## config.mk

```make
export PLATFORM = sky130hd
export DESIGN_NAME = uart_tx_arbiter_flat
export DESIGN_NICKNAME = d
export VERILOG_FILES = /design/src/rtl/uart_tx_arbiter_if.sv /design/src/rtl/uart_tx_arbiter.sv /design/src/flat_wrapper.sv
export SDC_FILE = /design/constraint.sdc
export NUM_CORES = 1
export LEC_CHECK = 0
export BUFFER_PORTS_ARGS = -buffer_cell sky130_fd_sc_hd__buf_2
export CAP_MARGIN = 5
export CORE_AREA = 2 2 96 61
export CTS_CLUSTER_DIAMETER = 30
export DETAILED_ROUTE_END_ITERATION = 6
export DIE_AREA = 0 0 98 63
export GPL_ROUTABILITY_DRIVEN = 0
export MAX_ROUTING_LAYER = met4
export SLEW_MARGIN = 20
export SYNTH_ARGS = -nofsm -noshare
export SYNTH_HDL_FRONTEND = slang
export SYNTH_SLANG_ARGS = --single-unit
```

## constraint.sdc

```tcl
create_clock -name user_clock -period 3.9 [get_ports user_clock]
set_clock_uncertainty 0.15 [all_clocks]
set_input_delay 0.585 -clock user_clock [delete_from_list [all_inputs] [get_ports user_clock]]
set_output_delay 0.585 -clock user_clock [all_outputs]
set_load 0.01 [all_outputs]
```

## src/rtl/uart_tx_arbiter_if.sv

```systemverilog
// Bundle between the UART transmit arbiter, its byte requesters and the shared UART.
// The master modport is the arbiter's view; the slave modport is the environment's view.
interface uart_tx_arbiter_if #(
    parameter int NUM_REQ = 4
);
    logic [NUM_REQ-1:0]   req_valid;
    logic [8*NUM_REQ-1:0] req_data;
    logic [NUM_REQ-1:0]   req_last;
    logic [NUM_REQ-1:0]   req_ack;
    logic [NUM_REQ-1:0]   grant;
    logic                 tx_busy;
    logic                 send_trigger;
    logic [7:0]           send_data;
    logic                 arb_busy;
    logic                 err_timeout;

    modport master (
        input  req_valid, req_data, req_last, tx_busy,
        output req_ack, grant, send_trigger, send_data, arb_busy, err_timeout
    );

    modport slave (
        output req_valid, req_data, req_last, tx_busy,
        input  req_ack, grant, send_trigger, send_data, arb_busy, err_timeout
    );
endinterface

```

## src/rtl/uart_tx_arbiter.sv

```systemverilog
// Round-robin arbiter sharing one UART transmitter between NUM_REQ byte requesters,
// holding the grant across multi-byte messages until the byte flagged last.
module uart_tx_arbiter #(
    parameter int NUM_REQ      = 4,
    parameter int TRIG_CYCLES  = 40,
    parameter int BUSY_TIMEOUT = 1000
) (
    input  logic              user_clock,
    input  logic              rst,
    uart_tx_arbiter_if.master bus
);
    localparam int PTR_W   = (NUM_REQ > 1) ? $clog2(NUM_REQ) : 1;
    localparam int CNT_MAX = (TRIG_CYCLES > BUSY_TIMEOUT) ? TRIG_CYCLES : BUSY_TIMEOUT;
    localparam int CNT_W   = (CNT_MAX > 1) ? $clog2(CNT_MAX) : 1;

    typedef enum logic [1:0] {IDLE, TRIG, WAIT_BUSY, WAIT_DONE} state_e;

    state_e             state_q, state_d;
    logic [PTR_W-1:0]   rr_q, rr_d;
    logic               lock_q, lock_d;
    logic               busy_seen_q, busy_seen_d;
    logic [CNT_W-1:0]   cnt_q, cnt_d;
    logic [NUM_REQ-1:0] ack_q, ack_d;
    logic [NUM_REQ-1:0] grant_q, grant_d;
    logic               trig_q, trig_d;
    logic [7:0]         data_q, data_d;
    logic               err_q, err_d;

    logic [NUM_REQ-1:0] cand;
    logic               win_found;
    logic [PTR_W-1:0]   win_idx;
    logic [PTR_W:0]     pos;
    logic [PTR_W:0]     rr_next;
    logic [NUM_REQ-1:0] win_onehot;

    // While locked the owner is the only candidate; its identity is the held grant.
    always_comb begin
        cand      = lock_q ? (bus.req_valid & grant_q) : bus.req_valid;
        win_found = 1'b0;
        win_idx   = '0;
        pos       = '0;
        for (int k = 0; k < NUM_REQ; k++) begin
            pos = {1'b0, rr_q} + (PTR_W+1)'(k);
            if (pos >= (PTR_W+1)'(NUM_REQ)) begin
                pos = pos - (PTR_W+1)'(NUM_REQ);
            end
            if (!win_found && cand[pos[PTR_W-1:0]]) begin
                win_found = 1'b1;
                win_idx   = pos[PTR_W-1:0];
            end
        end
        rr_next = {1'b0, win_idx} + (PTR_W+1)'(1);
        if (rr_next >= (PTR_W+1)'(NUM_REQ)) begin
            rr_next = '0;
        end
        win_onehot = NUM_REQ'(1) << win_idx;
    end

    always_comb begin
        state_d     = state_q;
        rr_d        = rr_q;
        lock_d      = lock_q;
        busy_seen_d = busy_seen_q;
        cnt_d       = cnt_q;
        ack_d       = '0;
        grant_d     = grant_q;
        trig_d      = trig_q;
        data_d      = data_q;
        err_d       = 1'b0;
        unique case (state_q)
            IDLE: begin
                if (win_found) begin
                    data_d      = bus.req_data[{win_idx, 3'b000} +: 8];
                    trig_d      = 1'b1;
                    ack_d       = win_onehot;
                    grant_d     = win_onehot;
                    rr_d        = rr_next[PTR_W-1:0];
                    lock_d      = ~bus.req_last[win_idx];
                    busy_seen_d = 1'b0;
                    cnt_d       = '0;
                    state_d     = TRIG;
                end
            end
            TRIG: begin
                if (bus.tx_busy) begin
                    busy_seen_d = 1'b1;
                end
                if (cnt_q == CNT_W'(TRIG_CYCLES - 1)) begin
                    trig_d  = 1'b0;
                    cnt_d   = '0;
                    state_d = WAIT_BUSY;
                end else begin
                    cnt_d = cnt_q + CNT_W'(1);
                end
            end
            WAIT_BUSY: begin
                if (bus.tx_busy || busy_seen_q) begin
                    state_d = WAIT_DONE;
                end else if (cnt_q == CNT_W'(BUSY_TIMEOUT - 1)) begin
                    // Byte is dropped; the message lock must not outlive a dead transmitter.
                    err_d   = 1'b1;
                    lock_d  = 1'b0;
                    grant_d = '0;
                    state_d = IDLE;
                end else begin
                    cnt_d = cnt_q + CNT_W'(1);
                end
            end
            WAIT_DONE: begin
                if (!bus.tx_busy) begin
                    state_d = IDLE;
                    if (!lock_q) begin
                        grant_d = '0;
                    end
                end
            end
            default: state_d = IDLE;
        endcase
    end

    always_ff @(posedge user_clock) begin
        if (rst) begin
            state_q     <= IDLE;
            rr_q        <= '0;
            lock_q      <= 1'b0;
            busy_seen_q <= 1'b0;
            cnt_q       <= '0;
            ack_q       <= '0;
            grant_q     <= '0;
            trig_q      <= 1'b0;
            data_q      <= '0;
            err_q       <= 1'b0;
        end else begin
            state_q     <= state_d;
            rr_q        <= rr_d;
            lock_q      <= lock_d;
            busy_seen_q <= busy_seen_d;
            cnt_q       <= cnt_d;
            ack_q       <= ack_d;
            grant_q     <= grant_d;
            trig_q      <= trig_d;
            data_q      <= data_d;
            err_q       <= err_d;
        end
    end

    assign bus.req_ack      = ack_q;
    assign bus.grant        = grant_q;
    assign bus.send_trigger = trig_q;
    assign bus.send_data    = data_q;
    assign bus.arb_busy     = (state_q != IDLE);
    assign bus.err_timeout  = err_q;
endmodule

```

## src/flat_wrapper.sv

```systemverilog
// flat-port wrapper written by rule: the top's interface ports become plain ports
module uart_tx_arbiter_flat 
#(
    parameter int NUM_REQ      = 4,
    parameter int TRIG_CYCLES  = 40,
    parameter int BUSY_TIMEOUT = 1000
)
  (user_clock, rst, bus_req_valid, bus_req_data, bus_req_last, bus_tx_busy, bus_req_ack, bus_grant, bus_send_trigger, bus_send_data, bus_arb_busy, bus_err_timeout);
  uart_tx_arbiter_if #(.NUM_REQ(NUM_REQ)) bus_i ();
  input  logic user_clock;
  input  logic rst;
  input wire logic [$bits(bus_i.req_valid)-1:0] bus_req_valid;
  input wire logic [$bits(bus_i.req_data)-1:0] bus_req_data;
  input wire logic [$bits(bus_i.req_last)-1:0] bus_req_last;
  input wire logic [$bits(bus_i.tx_busy)-1:0] bus_tx_busy;
  output wire logic [$bits(bus_i.req_ack)-1:0] bus_req_ack;
  output wire logic [$bits(bus_i.grant)-1:0] bus_grant;
  output wire logic [$bits(bus_i.send_trigger)-1:0] bus_send_trigger;
  output wire logic [$bits(bus_i.send_data)-1:0] bus_send_data;
  output wire logic [$bits(bus_i.arb_busy)-1:0] bus_arb_busy;
  output wire logic [$bits(bus_i.err_timeout)-1:0] bus_err_timeout;
  assign bus_i.req_valid = bus_req_valid;
  assign bus_i.req_data = bus_req_data;
  assign bus_i.req_last = bus_req_last;
  assign bus_i.tx_busy = bus_tx_busy;
  assign bus_req_ack = bus_i.req_ack;
  assign bus_grant = bus_i.grant;
  assign bus_send_trigger = bus_i.send_trigger;
  assign bus_send_data = bus_i.send_data;
  assign bus_arb_busy = bus_i.arb_busy;
  assign bus_err_timeout = bus_i.err_timeout;
  uart_tx_arbiter #(.NUM_REQ(NUM_REQ), .TRIG_CYCLES(TRIG_CYCLES), .BUSY_TIMEOUT(BUSY_TIMEOUT)) u_core (.user_clock(user_clock), .rst(rst), .bus(bus_i));
endmodule
```

Word-level counts from Yosys, hierarchy flattened
Cells that the tools add are included.

storage, ports and cells
  register bits = 34
  bits of input ports = 43
  word-level logic and storage cells = 124

operators by class
  add/subtract/negate cells = 9
  order comparisons = 10
  eq/ne operators = 14
  shift operators = 2
  muxes and demuxes = 52
  bitwise operators = 5
  reductions and logical operators = 22

operators with widths
  cell                                                                     count
  10-bit two-way mux                                                       4
  32-bit by 6-bit indexed part select with 8-bit output                    1
  10-bit case mux with 3 select lines                                      1
  2-bit two-way mux                                                        14
  4-bit two-way mux                                                        6
  1-bit two-way mux                                                        17
  2-bit by 3-bit < comparator with 1-bit output, second input constant     5
  3-bit greater-or-equal comparator, second input constant                 4
  4-bit case mux with 3 select lines                                       1
  4-bit AND reduction                                                      3
  10-bit by 1-bit adder with 10-bit output, second input constant          1
  1-bit binary-select mux with 2-bit select                                5
  10-bit equality test, second input constant                              1
  10-bit by 6-bit equality test with 1-bit output, second input constant   1
  2-bit inequality test, second input constant                             5
  2-bit case mux with 4 select lines                                       1
  2-bit by 1-bit subtractor with 2-bit output, second input constant       4
  2-bit by 1-bit adder with 3-bit output, second input constant            2
  2-bit by 2-bit adder with 3-bit output, second input constant            2
  2-bit by 1-bit inequality test with 1-bit output, second input constant  3
  1-bit case mux with 2 select lines                                       3
  3-bit AND reduction                                                      2
  6-bit AND reduction                                                      1
  2-bit nonzero test                                                       3
  14 further kinds                                                         24

Longest topological paths before layout
Gate-level depths: netlist (run 1).

  depth after elaboration = 19
  depth in mapped cells = 11
  depth with buffers taken out = 9

Worst setup path before layout (run 1)
OpenSTA, ideal clock, no wires.

  kind = input port to flip-flop
  from = in bus_req_valid[3]
  to = reg u_core.rr_q[1]
  library setup time = 0.132 ns
  arrival = 2.167 ns
  path slack = 1.451 ns
  cell stages on the path = 10
  buffers on the path = 1
  cell sequence = inv_1 > a221o_1 > nand3_1 > a21boi_0 > nor4_2 > buf_4 > inv_1 > ha_1 > nand3_1 > a21oi_1

on the way
  word-level cells in the longest chain between the ends = 17
  elaborated cells between the ends (all ways) = 28
  classes of those cells = 1 x add/sub; 1 x order compare; 18 x mux; 1 x bitwise; 7 x reduce/logical

RTL lines
  element                                     line                    text
  start: declaration                          flat_wrapper.sv:12      input wire logic [$bits(bus_i.req_valid)-1:0] bus_req_valid;
  4-bit AND                                   uart_tx_arbiter.sv:38   cand = lock_q ? (bus.req_valid & grant_q) : bus.req_valid;
  4-bit two-way mux (*)                       uart_tx_arbiter.sv:38
  1-bit binary-select mux with 2-bit select   uart_tx_arbiter.sv:47   if (!win_found && cand[pos[PTR_W-1:0]]) begin
  1-bit two-way mux (implied by the code)     uart_tx_arbiter.sv:47
  1-bit two-way mux                           uart_tx_arbiter.sv:47
  1-bit zero test                             uart_tx_arbiter.sv:47
  1-bit logical AND                           uart_tx_arbiter.sv:47
  1-bit two-way mux                           uart_tx_arbiter.sv:47
  [2 not listed]                              -
  1-bit two-way mux                           uart_tx_arbiter.sv:47
  1-bit zero test                             uart_tx_arbiter.sv:47
  1-bit logical AND                           uart_tx_arbiter.sv:47
  2-bit two-way mux (*)                       uart_tx_arbiter.sv:47
  2-bit by 1-bit adder with 3-bit output (*)  uart_tx_arbiter.sv:52   rr_next = {1'b0, win_idx} + (PTR_W+1)'(1);
  3-bit greater-or-equal comparator           uart_tx_arbiter.sv:53   if (rr_next >= (PTR_W+1)'(NUM_REQ)) begin
  2-bit two-way mux (*)                       uart_tx_arbiter.sv:53
  named net u_core.rr_next[1]                 uart_tx_arbiter.sv:33   logic [PTR_W:0] rr_next;
  end signal: assignment                      uart_tx_arbiter.sv:135  rr_q <= rr_d;
  end: declaration                            uart_tx_arbiter.sv:19   logic [PTR_W-1:0] rr_q, rr_d;

Mark *: on every way through the listed nets, which the timed path passes. The rest lies on a longest branch. The select of a mux whose other input is x is not followed.
A chain may end at the register's enable or synchronous reset.

Final worst setup path (run 1)
  from = reg u_core.lock_q
  to = reg u_core.data_q[4], in the netlist u_core.bus.send_data[4]

on the way
  word-level cells in the longest chain between the ends = 14
  elaborated cells between the ends (all ways) = 25
  classes of those cells = 1 x shift; 17 x mux; 7 x reduce/logical

RTL lines
  element                                                                                       line                    text
  start: declaration                                                                            uart_tx_arbiter.sv:20   logic lock_q, lock_d;
  start signal: assignment                                                                      uart_tx_arbiter.sv:136  lock_q <= lock_d;
  4-bit two-way mux (*)                                                                         uart_tx_arbiter.sv:38
  1-bit binary-select mux with 2-bit select                                                     uart_tx_arbiter.sv:47
  1-bit two-way mux (implied by the code)                                                       uart_tx_arbiter.sv:47
  1-bit two-way mux                                                                             uart_tx_arbiter.sv:47
  1-bit zero test                                                                               uart_tx_arbiter.sv:47
  1-bit logical AND                                                                             uart_tx_arbiter.sv:47
  1-bit two-way mux                                                                             uart_tx_arbiter.sv:47
  1-bit zero test                                                                               uart_tx_arbiter.sv:47
  1-bit logical AND                                                                             uart_tx_arbiter.sv:47
  1-bit two-way mux                                                                             uart_tx_arbiter.sv:47
  1-bit zero test                                                                               uart_tx_arbiter.sv:47
  1-bit logical AND                                                                             uart_tx_arbiter.sv:47
  2-bit two-way mux or 1-bit two-way mux (tied branches)                                        uart_tx_arbiter.sv:47
  32-bit by 6-bit indexed part select with 8-bit output or 2-bit AND reduction (tied branches)  -
  end signal: assignment                                                                        uart_tx_arbiter.sv:142  data_q <= data_d;
  end: declaration                                                                              uart_tx_arbiter.sv:26   logic [7:0] data_q, data_d;

Every way passes the cells marked *; elsewhere a longest branch is shown, timed or not. The select of a mux whose other input is x is not followed.

==> key figures, run 1 <==
Setup path
  – WP buf/inv: 1
  – Slowest stage cell, crit path: o21ba_2
  – Top delay family on crit path: compound AO/OA/AOI/OAI gates
  – R2R setup slack: roughly 1200 ps
  – CP max FO: 21
  – Type of origin of the critical path: register
  – RR Startpoint: u_core.lock_q
  – Critical path class: reg2reg
  – R2R Path End: u_core.bus.send_data[4]
  – Most frequent CP cell: o21ai_0
  – R2R depth: 7
  – Crit path largest cell delay: about 560 ps
  – CP Cell Sequence: inv_1 > o21ai_0 > o221a_2 > o21ba_2 > mux2i_1 > mux2_2 > o21ai_0
  – Worst Path Arrival: roughly 2700 ps
  – Critical path endpoint category: register
  – Worst Path Required: between 3000 and 4000 ps

Yosys
  – Asr flop ratio synth: 0
  – Area leader, netlist: dfxtp_1
  – Ys Warns: 0
  – Synthesized Nets: 282
  – Post-synth EDFFs: 0
  – Register area share after synthesis: 0.333
  – Yosys cell types: 43
  – Top cells by area, synth: dfxtp_1 (33%), mux2i_1 (11%), ha_1 (5.5%)
  – Avg Cell Area, Syn: 8.89 um^2
  – Synth Register Bits: 34
  – Count leader, synth: dfxtp_1
  – Post-Syn Area: just over 0.002 mm^2
  – Post-synth top cells: dfxtp_1 (34), mux2i_1 (23), nand2_1 (15), o21ai_0 (15), a21oi_1 (14)
  – Mapped Cells: 230
  – Top FF cell, synth: dfxtp_1
  – Share of the synthesized area in the top cell type: 0.333

Floorplan
  – Rows: 21
  – Die Wd: 98 um
  – I/O pin total: 62
  – Die Y-Extent: approximately 63 um
  – Die area: slightly above 0.006 mm^2
  – Core area: 0.00533 mm^2
  – Starting density of the core: 0.383

STA
  – Slew Limit Fails: 0
  – Worst-margin pin slew: around 830 ps
  – Final Cycle Share: 0.689
  – Endpoints failing setup: 0
  – Minimum clock period after layout: around 2700 ps
  – RSZ-0062 raised after global routing: no
  – Hold Fails Final Rpt: 0
  – Setup TNS: 0 ps
  – Relative slew slack: 0.448
  – Fmax: 372 MHz

Global routing
  – Largest net degree at the start of global routing: 24
  – First-pass GRT wire length: slightly below 8 mm
  – GRT met1 Usage: 0.229
  – Initial antenna violation count: 0
  – Total grt overflow: 0
  – Vias in the first global route: around 1700
  – Aggregate global-route resource usage: 0.159
  – GR Layer Usage met2: 0.225
  – Met3 Use GR: 0.0358
  – Layer with the highest usage: met1

Run
  – Max-cap violations: 0

Clock tree
  – Clock latency on the worst-skew pair: around 280 ps
  – Clk slew on worst S/H paths: roughly 70 ps
  – H-tree Lvls: 2
  – CTS tree: done
  – Hold Buf Count CTS: 0
  – Root buf cell: clkbuf_8
  – Bufs on Longest Clock Path: 2
  – Clk sink count: 34
  – Resized Gates After CTS: 0
  – Postcts setup bufs: 0
  – TritonCTS buffer count: 5

Power and ir drop
  – Final Power: about 0.0016 W
  – VDD IR max: 0.224 mV
  – Pleak: between 1 and 1.5 nW
  – PwrDens: ~660 mW/mm^2

Min path
  – Hold endpoint: u_core.cnt_q[1]
  – WHS Path Cells: 2
  – HP Class: reg2reg
  – Beginning of the worst hold path: u_core.cnt_q[1]

Detailed routing
  – Initial DRC Count: approximately 100
  – Drt first pass iters: 4
  – Via count: approximately 1800
  – Wire per inst: between 10 and 15 um
  – Total Wirelength: approximately 4.8 mm
  – Post-route ant nets: 0
  – Vias/cell: 5.08
  – DR DRC count: 0

Finish
  – Fillers: between 500 and 600
  – Nets@finish: 340
  – Final instance area: 0.00246 mm^2
  – Fraction of layout cells with a size suffix above 1: 0.299
  – Synthesis-to-finish area growth: 20.4%
  – Diode count: 0

Placement
  – Area after DPL: roughly 0.0024 mm^2
  – HPWL Detailed: about 3.7 mm
  – # port buffers: 61

Outcome
  – Status: finished clean
==> worst max path at each step <==
stage,start,endpoint,slack [ps],depth (start not counted)
final,u_core.lock_q,u_core.bus.send_data[4],1210,7
after global routing,u_core.lock_q,u_core.bus.send_data[4],950,7
after CTS,u_core.rr_q[0],u_core.bus.send_data[4],1230,7
after detailed placement,bus_req_valid[3],u_core.rr_q[1],1220,11
after global placement,bus_req_valid[3],u_core.rr_q[1],1280,11
after floorplan,bus_req_valid[3],u_core.rr_q[1],1450,10
==> metrics by stage <==
step,hold slack [ps],utilization,setup WS [ps],instances
2_1_floorplan,304,-,1450,230
3_3_place_gp,316,0.447,1280,350
3_5_place_dp,329,0.447,1220,350
4_1_cts,340,0.461,1230,357
5_1_grt,361,0.461,953,357
6_report,342,0.461,1210,357
==> cell usage in the layout (no fill, tap or decap), types with 6 or more instances in the layout <==
master    Yosys  layout
buf_2         1      61
inv_1         9       9
nand3b_1      8       8
nor2_1       13      13
nor3_1        6       6
xnor2_1       6       6
nand2b_1      8       8
o21ai_0      15      15
mux2_2        8       8
nand3_1      12      12
dfxtp_1      34      34
mux2i_1      23      23
nand2_1      15      15
a21oi_1      14      14
ha_1          9       9
==> registers in the layout (all words and copies together), names as in the netlist <==
name	flops
u_core.lock_q	1
u_core.bus.send_data	8
u_core.rr_q	2
u_core.bus.req_ack	4
u_core.busy_seen_q	1
u_core.state_q	2
u_core.bus.grant	4
u_core.bus.send_trigger	1
u_core.bus.err_timeout	1
u_core.cnt_q	10
==> layout make-up <==
class | instances | area (um^2) | share of cell area
multi-input cells | 176 | 1270 | 0.516
clock buffers | 5 | 68.8 | 0.0280
well taps | 69 | 86.3 | 0.0351
repair buffers | 62 | 313 | 0.127
flip-flops and latches | 34 | 681 | 0.277
inverters | 9 | 33.8 | 0.0137
clock inverters | 2 | 10.0 | 0.00407
==> power breakdown <==
group          internal [W]  total, W  leakage [nW]  switching, W
Clock              0.000120  0.000238        0.0438      0.000118
Combinational      0.000390  0.000885         0.715      0.000495
Sequential         0.000438  0.000511         0.278     0.0000733
==> cell families (layout without fill, tap and decap cells) <==
group / after synthesis / count (layout) / share of synthesized area
compound gates: 46 / 46 / 0.146
xor+xnor: 8 / 8 / 0.0343
fa+ha+maj: 9 / 9 / 0.0551
buf+inv: 20 / 78 / 0.0465
flops: 34 / 34 / 0.333
mux: 31 / 31 / 0.157
simple gates: 82 / 82 / 0.228
==> worst min-delay path, cell delays in order, from the launching register on <==
cell and delay (ps):
dfxtp_1 330, nand2_1 60, a21oi_1 60
==> routing by layer <==
layer / up-vias / share of wire
li1: 947 / -
met4: 0 / 0.0041
met5: - / 0
met3: 2 / 0.038
met2: 33 / 0.42
met1: 831 / 0.54
Note: power is estimated with default switching activity, not from simulation.
==> inputs of run 2 (changes only) <==
Settings changed: PLACE_DENSITY set to 0.66.
Clock period 3.9 ns to 2.22 ns, I/O delays scaled along.
==> run 2 against run 1 <==
Clock power grew 100%. Non-clock buffer count up 33. Global-route usage is 2.5 points higher. Via count is 8.0% higher. Total power rose by 130%. The flow now finishes with violations (negative setup slack). First-iteration DRC count is 4.8% lower. Wire length up 20%. Worst hold slack lost 120 ps. Worst setup slack lost 1400 ps. Cell count up 9.5%.
==> key figures, run 2 (same netlist as run 1, synthesis figures left out) <==
Outcome
  – Status: finished, violations left
  – Failing checks: negative setup slack

Finish
  – Diode count: 0 (unchanged)
  – Core Util, Final: 0.563 (+0.102)
  – Nets@finish: 373 (+9.7%)
  – Max reg flops: 10 (unchanged)
  – Synthesis-to-finish area growth: 47.0%
  – Fraction of layout cells with a size suffix above 1: 0.469 (+0.170)
  – Most frequent cells in the layout: buf_2 (61), dfxtp_1 (33), buf_4 (25), mux2i_1 (20), nand2_1 (12)
  – Reg with most FFs: u_core.cnt_q
  – Commonest non-fill, non-tap cell in the layout: buf_2

STA
  – RSZ-0062 raised after global routing: yes
  – Worst Slack Setup Final: -158 ps (-1370 ps)
  – Relative slew slack: 0.716 (+0.269)
  – Final Cycle Share: 1.07 (+0.382)
  – Endpoints failing setup: 24 (+24)
  – Hold Fails Final Rpt: 0 (unchanged)
  – Slew Limit Fails: 0 (unchanged)
  – Fmax: 421 MHz (+13%)
  – Setup TNS: -1520 ps (-1520 ps)
  – Minimum clock period after layout: 2380 ps (-308 ps)
  – Worst-margin pin slew: 425 ps (-403 ps)

Detailed routing
  – Vias/cell: 5.01 (-1.4%)
  – Via count: 1958 (+8.0%)
  – DR DRC count: 0 (unchanged)
  – Drt first pass iters: 4 (unchanged)
  – Initial DRC Count: 99 (-4.8%)
  – Wire per inst: 14.8 um (+9.2%)
  – Total Wirelength: 5.79 mm (+20%)
  – Post-route ant nets: 0 (unchanged)

Global routing
  – Total grt overflow: 0 (unchanged)
  – Vias in the first global route: 1833 (+11%)
  – Largest net degree at the start of global routing: 24 (unchanged)
  – First-pass GRT wire length: 8.86 mm (+13%)
  – Initial antenna violation count: 0 (unchanged)
  – Aggregate global-route resource usage: 0.184 (+0.0250)

Clock tree
  – Root buf cell: clkbuf_8
  – H-tree Lvls: 2 (unchanged)
  – TritonCTS buffer count: 5 (unchanged)
  – Clk sink count: 34 (unchanged)
  – Clk slew on worst S/H paths: 80 ps (about the same)
  – Bufs on Longest Clock Path: 2 (unchanged)
  – CTS tree: done
  – Clock latency on the worst-skew pair: 290 ps (about the same)

Setup path
  – Slowest stage cell, crit path: a221o_2
  – Critical path endpoint category: register
  – RR Startpoint: u_core.rr_q[0]
  – Worst Path Arrival: 2410 ps (-330 ps)
  – CP max FO: 7 (-67%)
  – Type of origin of the critical path: register
  – Critical path class: reg2reg
  – Setup crit start: u_core.rr_q[0]
  – Crit path largest cell delay: 460 ps (-100 ps)
  – CP Cell Sequence: buf_6 > mux2i_4 > a21o_1 > and4_4 > a221o_2 > buf_4 > nor4_4 > xnor2_1 > nor2_2
  – Worst Path Required: 2250 ps (-1700 ps)

Run
  – Max-cap violations: 0 (unchanged)

Floorplan
  – Core area: 0.00533 mm^2 (unchanged)
  – Die area: 0.00617 mm^2 (unchanged)
  – Rows: 21 (unchanged)
  – Starting density of the core: 0.383 (unchanged)
  – I/O pin total: 62 (unchanged)
  – Die Wd: 98 um (unchanged)
  – Die Y-Extent: 63 um (unchanged)

Power and ir drop
  – PwrDens: 1260 mW/mm^2 (+89%)
  – Pleak: 1.29 nW (+24%)
  – VDD IR max: 0.536 mV (+140%)

Placement
  – Place WS: -138 ps (-1360 ps)
  – HPWL Detailed: 4.07 mm (+9.1%)
  – # port buffers: 61 (unchanged)

Min path
  – HP Class: in2reg
  – Beginning of the worst hold path: bus_tx_busy
-- run 2: changes by cell type in the layout (fill, tap and decap cells not counted), sizes merged --
cell / change
clkinv: -1
clkinvlp: +1
clkbuf: +1
buf: +33
-- run 2: cell type report --
cell class                 instances  area, um^2
fill                             471        2330
multi-input combinational        176        1480
sequential                        34         684
timing repair buffer              95         616
tap                               69        86.3
clock buffer                       6        82.6
inverter                           9        41.3
clock inverter                     2        12.5
-- run 2: final timing paths --
path / to / slack (ps) / cells past startpoint
max reg2reg: u_core.cnt_q[9] / -160 / 9
min: u_core.busy_seen_q / 230 / 3
max: u_core.cnt_q[9] / -160 / 9
min reg2reg: u_core.bus.send_data[2] / 330 / 2
-- run 2: what timing repair did --
action / 4_1_cts / 5_1_grt
endpoints found under the setup margin: 27 / 30
gates cloned: 1 / 0
gates resized for setup: 26 / 40
setup buffers: 2 / 2
pin swaps: 10 / 16
hold buffers: 0 / 0
-- run 2: per-stage QoR --
stage | area, um^2 | total power (W) | hold WS, ps | std cells
after floorplan | 2060 | 0.00212 | 304 | 230
final | 3010 | 0.00378 | 226 | 391
after global routing | 3010 | 0.00401 | 250 | 391
after detailed placement | 2640 | 0.00279 | 322 | 378
after CTS | 2830 | 0.00347 | 215 | 389
after global placement | 2640 | 0.00277 | 315 | 378
-- run 2: worst max-delay path, delay by kind of cell, from the launching register on --
family	cells	cell delay [ps]
AOI/OAI and AO/OA	2	690
xor gates and xnor gates	1	170
buffers and inverters	2	320
DFF	1	380
muxes	1	190
and+or+nand+nor	3	380
-- run 2: layer usage --
layer | part of all wire | up-vias | global-route usage
li1 | - | 1011 | -
met1 | 0.51 | 901 | 0.261
met2 | 0.44 | 44 | 0.250
met3 | 0.045 | 2 | 0.0492
met4 | 0.0041 | 0 | 0.0608
met5 | 0 | - | -
-- run 2: report_power, final --
group / internal (W) / switching, W / leakage [nW] / total [W]
logic: 0.00121 / 0.00119 / 0.959 / 0.00241
clock network: 0.000249 / 0.000233 / 0.0472 / 0.000482
registers: 0.000773 / 0.000118 / 0.279 / 0.000891
total: 0.00224 / 0.00154 / 1.29 / 0.00378
==> inputs of run 3 (changes only) <==
Settings changed: BUFFER_PORTS_ARGS -buffer_cell sky130_fd_sc_hd__buf_2 to -buffer_cell sky130_fd_sc_hd__buf_4, CELL_PAD_IN_SITES_DETAIL_PLACEMENT set to 1, CELL_PAD_IN_SITES_GLOBAL_PLACEMENT set to 2, CORE_AREA 2 2 96 61 to 2 2 116 73, DIE_AREA 0 0 98 63 to 0 0 118 75, PLACE_DENSITY 0.66 to not set, PLACE_DENSITY_LB_ADDON set to 0.1, SKIP_CTS_REPAIR_TIMING set to 1.
==> run 3 against run 2 <==
The flow still finishes with violations (negative setup slack). Critical path depth is 2 lower. Clock-buffer cell count is 2 higher. First-iteration DRC count is 26% lower. Via count is 2.9% higher. Fmax is 1.3% higher. Non-clock buffer count is 5 higher. Critical path type unchanged. Critical endpoint is now u_core.cnt_q[3].
==> key figures, run 3 (same netlist as run 1, synthesis figures left out) <==
STA
  – Worst Slack Setup Final: -127 ps (+30.9 ps)
  – Hold Fails Final Rpt: 0 (unchanged)
  – Worst-margin pin slew: 375 ps (-50.7 ps)
  – Endpoints failing setup: 15 (-38%)
  – Relative slew slack: 0.750 (+0.0338)
  – Fmax: 426 MHz (+1.3%)
  – RSZ-0062 raised after global routing: yes
  – Minimum clock period after layout: 2350 ps (-30.9 ps)
  – Final Cycle Share: 1.06 (-0.0139)
  – Slew Limit Fails: 0 (unchanged)

Setup path
  – R2R depth: 7 (-2)
  – WP buf/inv: 1 (-1)
  – Worst Path Required: 2290 ps (+40 ps)
  – CP Cell Sequence: mux2i_1 > a221o_1 > buf_4 > and4_4 > a221o_2 > or3_4 > a21oi_2
  – WP depth: 7 (-2)
  – CP max FO: 7 (unchanged)
  – Critical path class: reg2reg
  – Worst Path Arrival: 2410 ps (about the same)
  – Slowest stage cell, crit path: a221o_2
  – Top delay family on crit path: compound AO/OA/AOI/OAI gates
  – Critical path endpoint category: register
  – Crit path largest cell delay: 460 ps (about the same)
  – Type of origin of the critical path: register

Finish
  – Fraction of layout cells with a size suffix above 1: 0.456 (-0.0133)
  – Final instance area: 0.00326 mm^2 (+8.3%)
  – Reg with most FFs: u_core.cnt_q
  – Max reg flops: 10 (unchanged)
  – Diode count: 0 (unchanged)
  – Most frequent cells in the layout: buf_4 (93), dfxtp_1 (32), mux2i_1 (21), nand2_1 (15), nor2_1 (13)
  – Nets@finish: 378 (+1.3%)
  – Synthesis-to-finish area growth: 59.2%
  – Commonest non-fill, non-tap cell in the layout: buf_4
  – Core Util, Final: 0.421 (-0.142)

Detailed routing
  – Total Wirelength: 6.65 mm (+15%)
  – Initial DRC Count: 73 (-26%)
  – Drt first pass iters: 4 (unchanged)
  – Post-route ant nets: 0 (unchanged)
  – Via count: 2015 (+2.9%)
  – Wire per inst: 15.3 um (+3.2%)
  – Vias/cell: 4.63 (-7.5%)
  – DR DRC count: 0 (unchanged)

Run
  – Max-cap violations: 0 (unchanged)

Clock tree
  – H-tree Lvls: 2 (unchanged)
  – Clock latency on the worst-skew pair: 280 ps (about the same)
  – TritonCTS buffer count: 5 (unchanged)
  – Root buf cell: clkbuf_16
  – Clk slew on worst S/H paths: 60 ps (-20 ps)
  – Bufs on Longest Clock Path: 2 (unchanged)
  – CTS tree: done
  – Clk sink count: 34 (unchanged)

Power and ir drop
  – VDD IR max: 0.418 mV (-22%)
  – Net switching power: 0.00154 W (about the same)
  – Combinational group share of total power: 0.597 (-0.040)
  – Pint: 0.00255 W (+14%)
  – Clock share of power: 0.189 (+0.061)
  – Sequential share of power: 0.214 (-0.022)
  – PwrDens: 1260 mW/mm^2 (about the same)
  – Pleak: 1.36 nW (+5.7%)
  – Switching Share: 0.377 (-0.0315)

Global routing
  – Initial antenna violation count: 0 (unchanged)
  – Total grt overflow: 0 (unchanged)
  – Vias in the first global route: 1949 (+6.3%)
  – First-pass GRT wire length: 10.3 mm (+17%)
  – Aggregate global-route resource usage: 0.154 (-0.0302)
  – Largest net degree at the start of global routing: 24 (unchanged)

Floorplan
  – Die Y-Extent: 75 um (+19%)
  – Die Wd: 118 um (+20%)
  – Die area: 0.00885 mm^2 (+43%)
  – Core area: 0.00773 mm^2 (+45%)
  – I/O pin total: 62 (unchanged)
  – Starting density of the core: 0.265 (-0.119)
  – Rows: 25 (+19%)

Placement
  – Area after DPL: 0.00288 mm^2 (+9.3%)
  – # port buffers: 61 (unchanged)
  – HPWL Detailed: 5.21 mm (+28%)

Min path
  – HP Class: in2reg
  – WHS Path Cells: 2 (-1)

Outcome
  – Failing checks: negative setup slack
  – Status: finished, violations left
[run 3: metal layers]
| layer | routed length (um) | track usage | vias to the layer above |
|---|---|---|---|
| met3 | 362 | 0.0432 | 7 |
| met4 | 60 | 0.0361 | 0 |
| met2 | 2400 | 0.187 | 46 |
| met1 | 3830 | 0.237 | 939 |
| met5 | 0 | - | - |
| li1 | - | - | 1023 |
[run 3: power by group through the flow]
| stage | logic, W | clock network (W) | registers, W |
|---|---|---|---|
| after global placement | 0.00217 | 0 | 0.000884 |
| after CTS | 0.00218 | 0.000783 | 0.000876 |
| after detailed placement | 0.00216 | 0 | 0.000886 |
| after global routing | 0.00267 | 0.000804 | 0.000898 |
| final | 0.00245 | 0.000774 | 0.000878 |
| after floorplan | 0.00120 | 0 | 0.000919 |
[run 3: cell type report]
cell class / count / area [um^2]
clock buffer: 8 / 166
fill: 916 / 4470
inverter: 9 / 36.3
multi-input combinational: 176 / 1430
sequential: 34 / 683
tap: 108 / 135
timing repair buffer: 100 / 808
[run 3: through the flow]
| stage | hold WS, ps | setup slack [ps] | instances | TNS, ps | power [W] |
|---|---|---|---|---|---|
| detailed placement | 326 | -181 | 423 | -2510 | 0.00305 |
| floorplan | 304 | -65.1 | 230 | -535 | 0.00212 |
| global route | 275 | -225 | 435 | -3980 | 0.00437 |
| finish | 258 | -127 | 435 | -1140 | 0.00410 |
| global placement | 319 | -124 | 423 | -1220 | 0.00305 |
| CTS | 248 | -213 | 431 | -3180 | 0.00384 |
[run 3: final timing paths]
check                                from                       to  slack [ps]
setup / recovery           u_core.rr_q[0]          u_core.cnt_q[3]        -130
hold / removal                        rst  u_core.bus.send_trigger         260
setup reg to reg           u_core.rr_q[0]          u_core.cnt_q[3]        -130
hold reg to reg   u_core.bus.send_data[0]  u_core.bus.send_data[0]         340
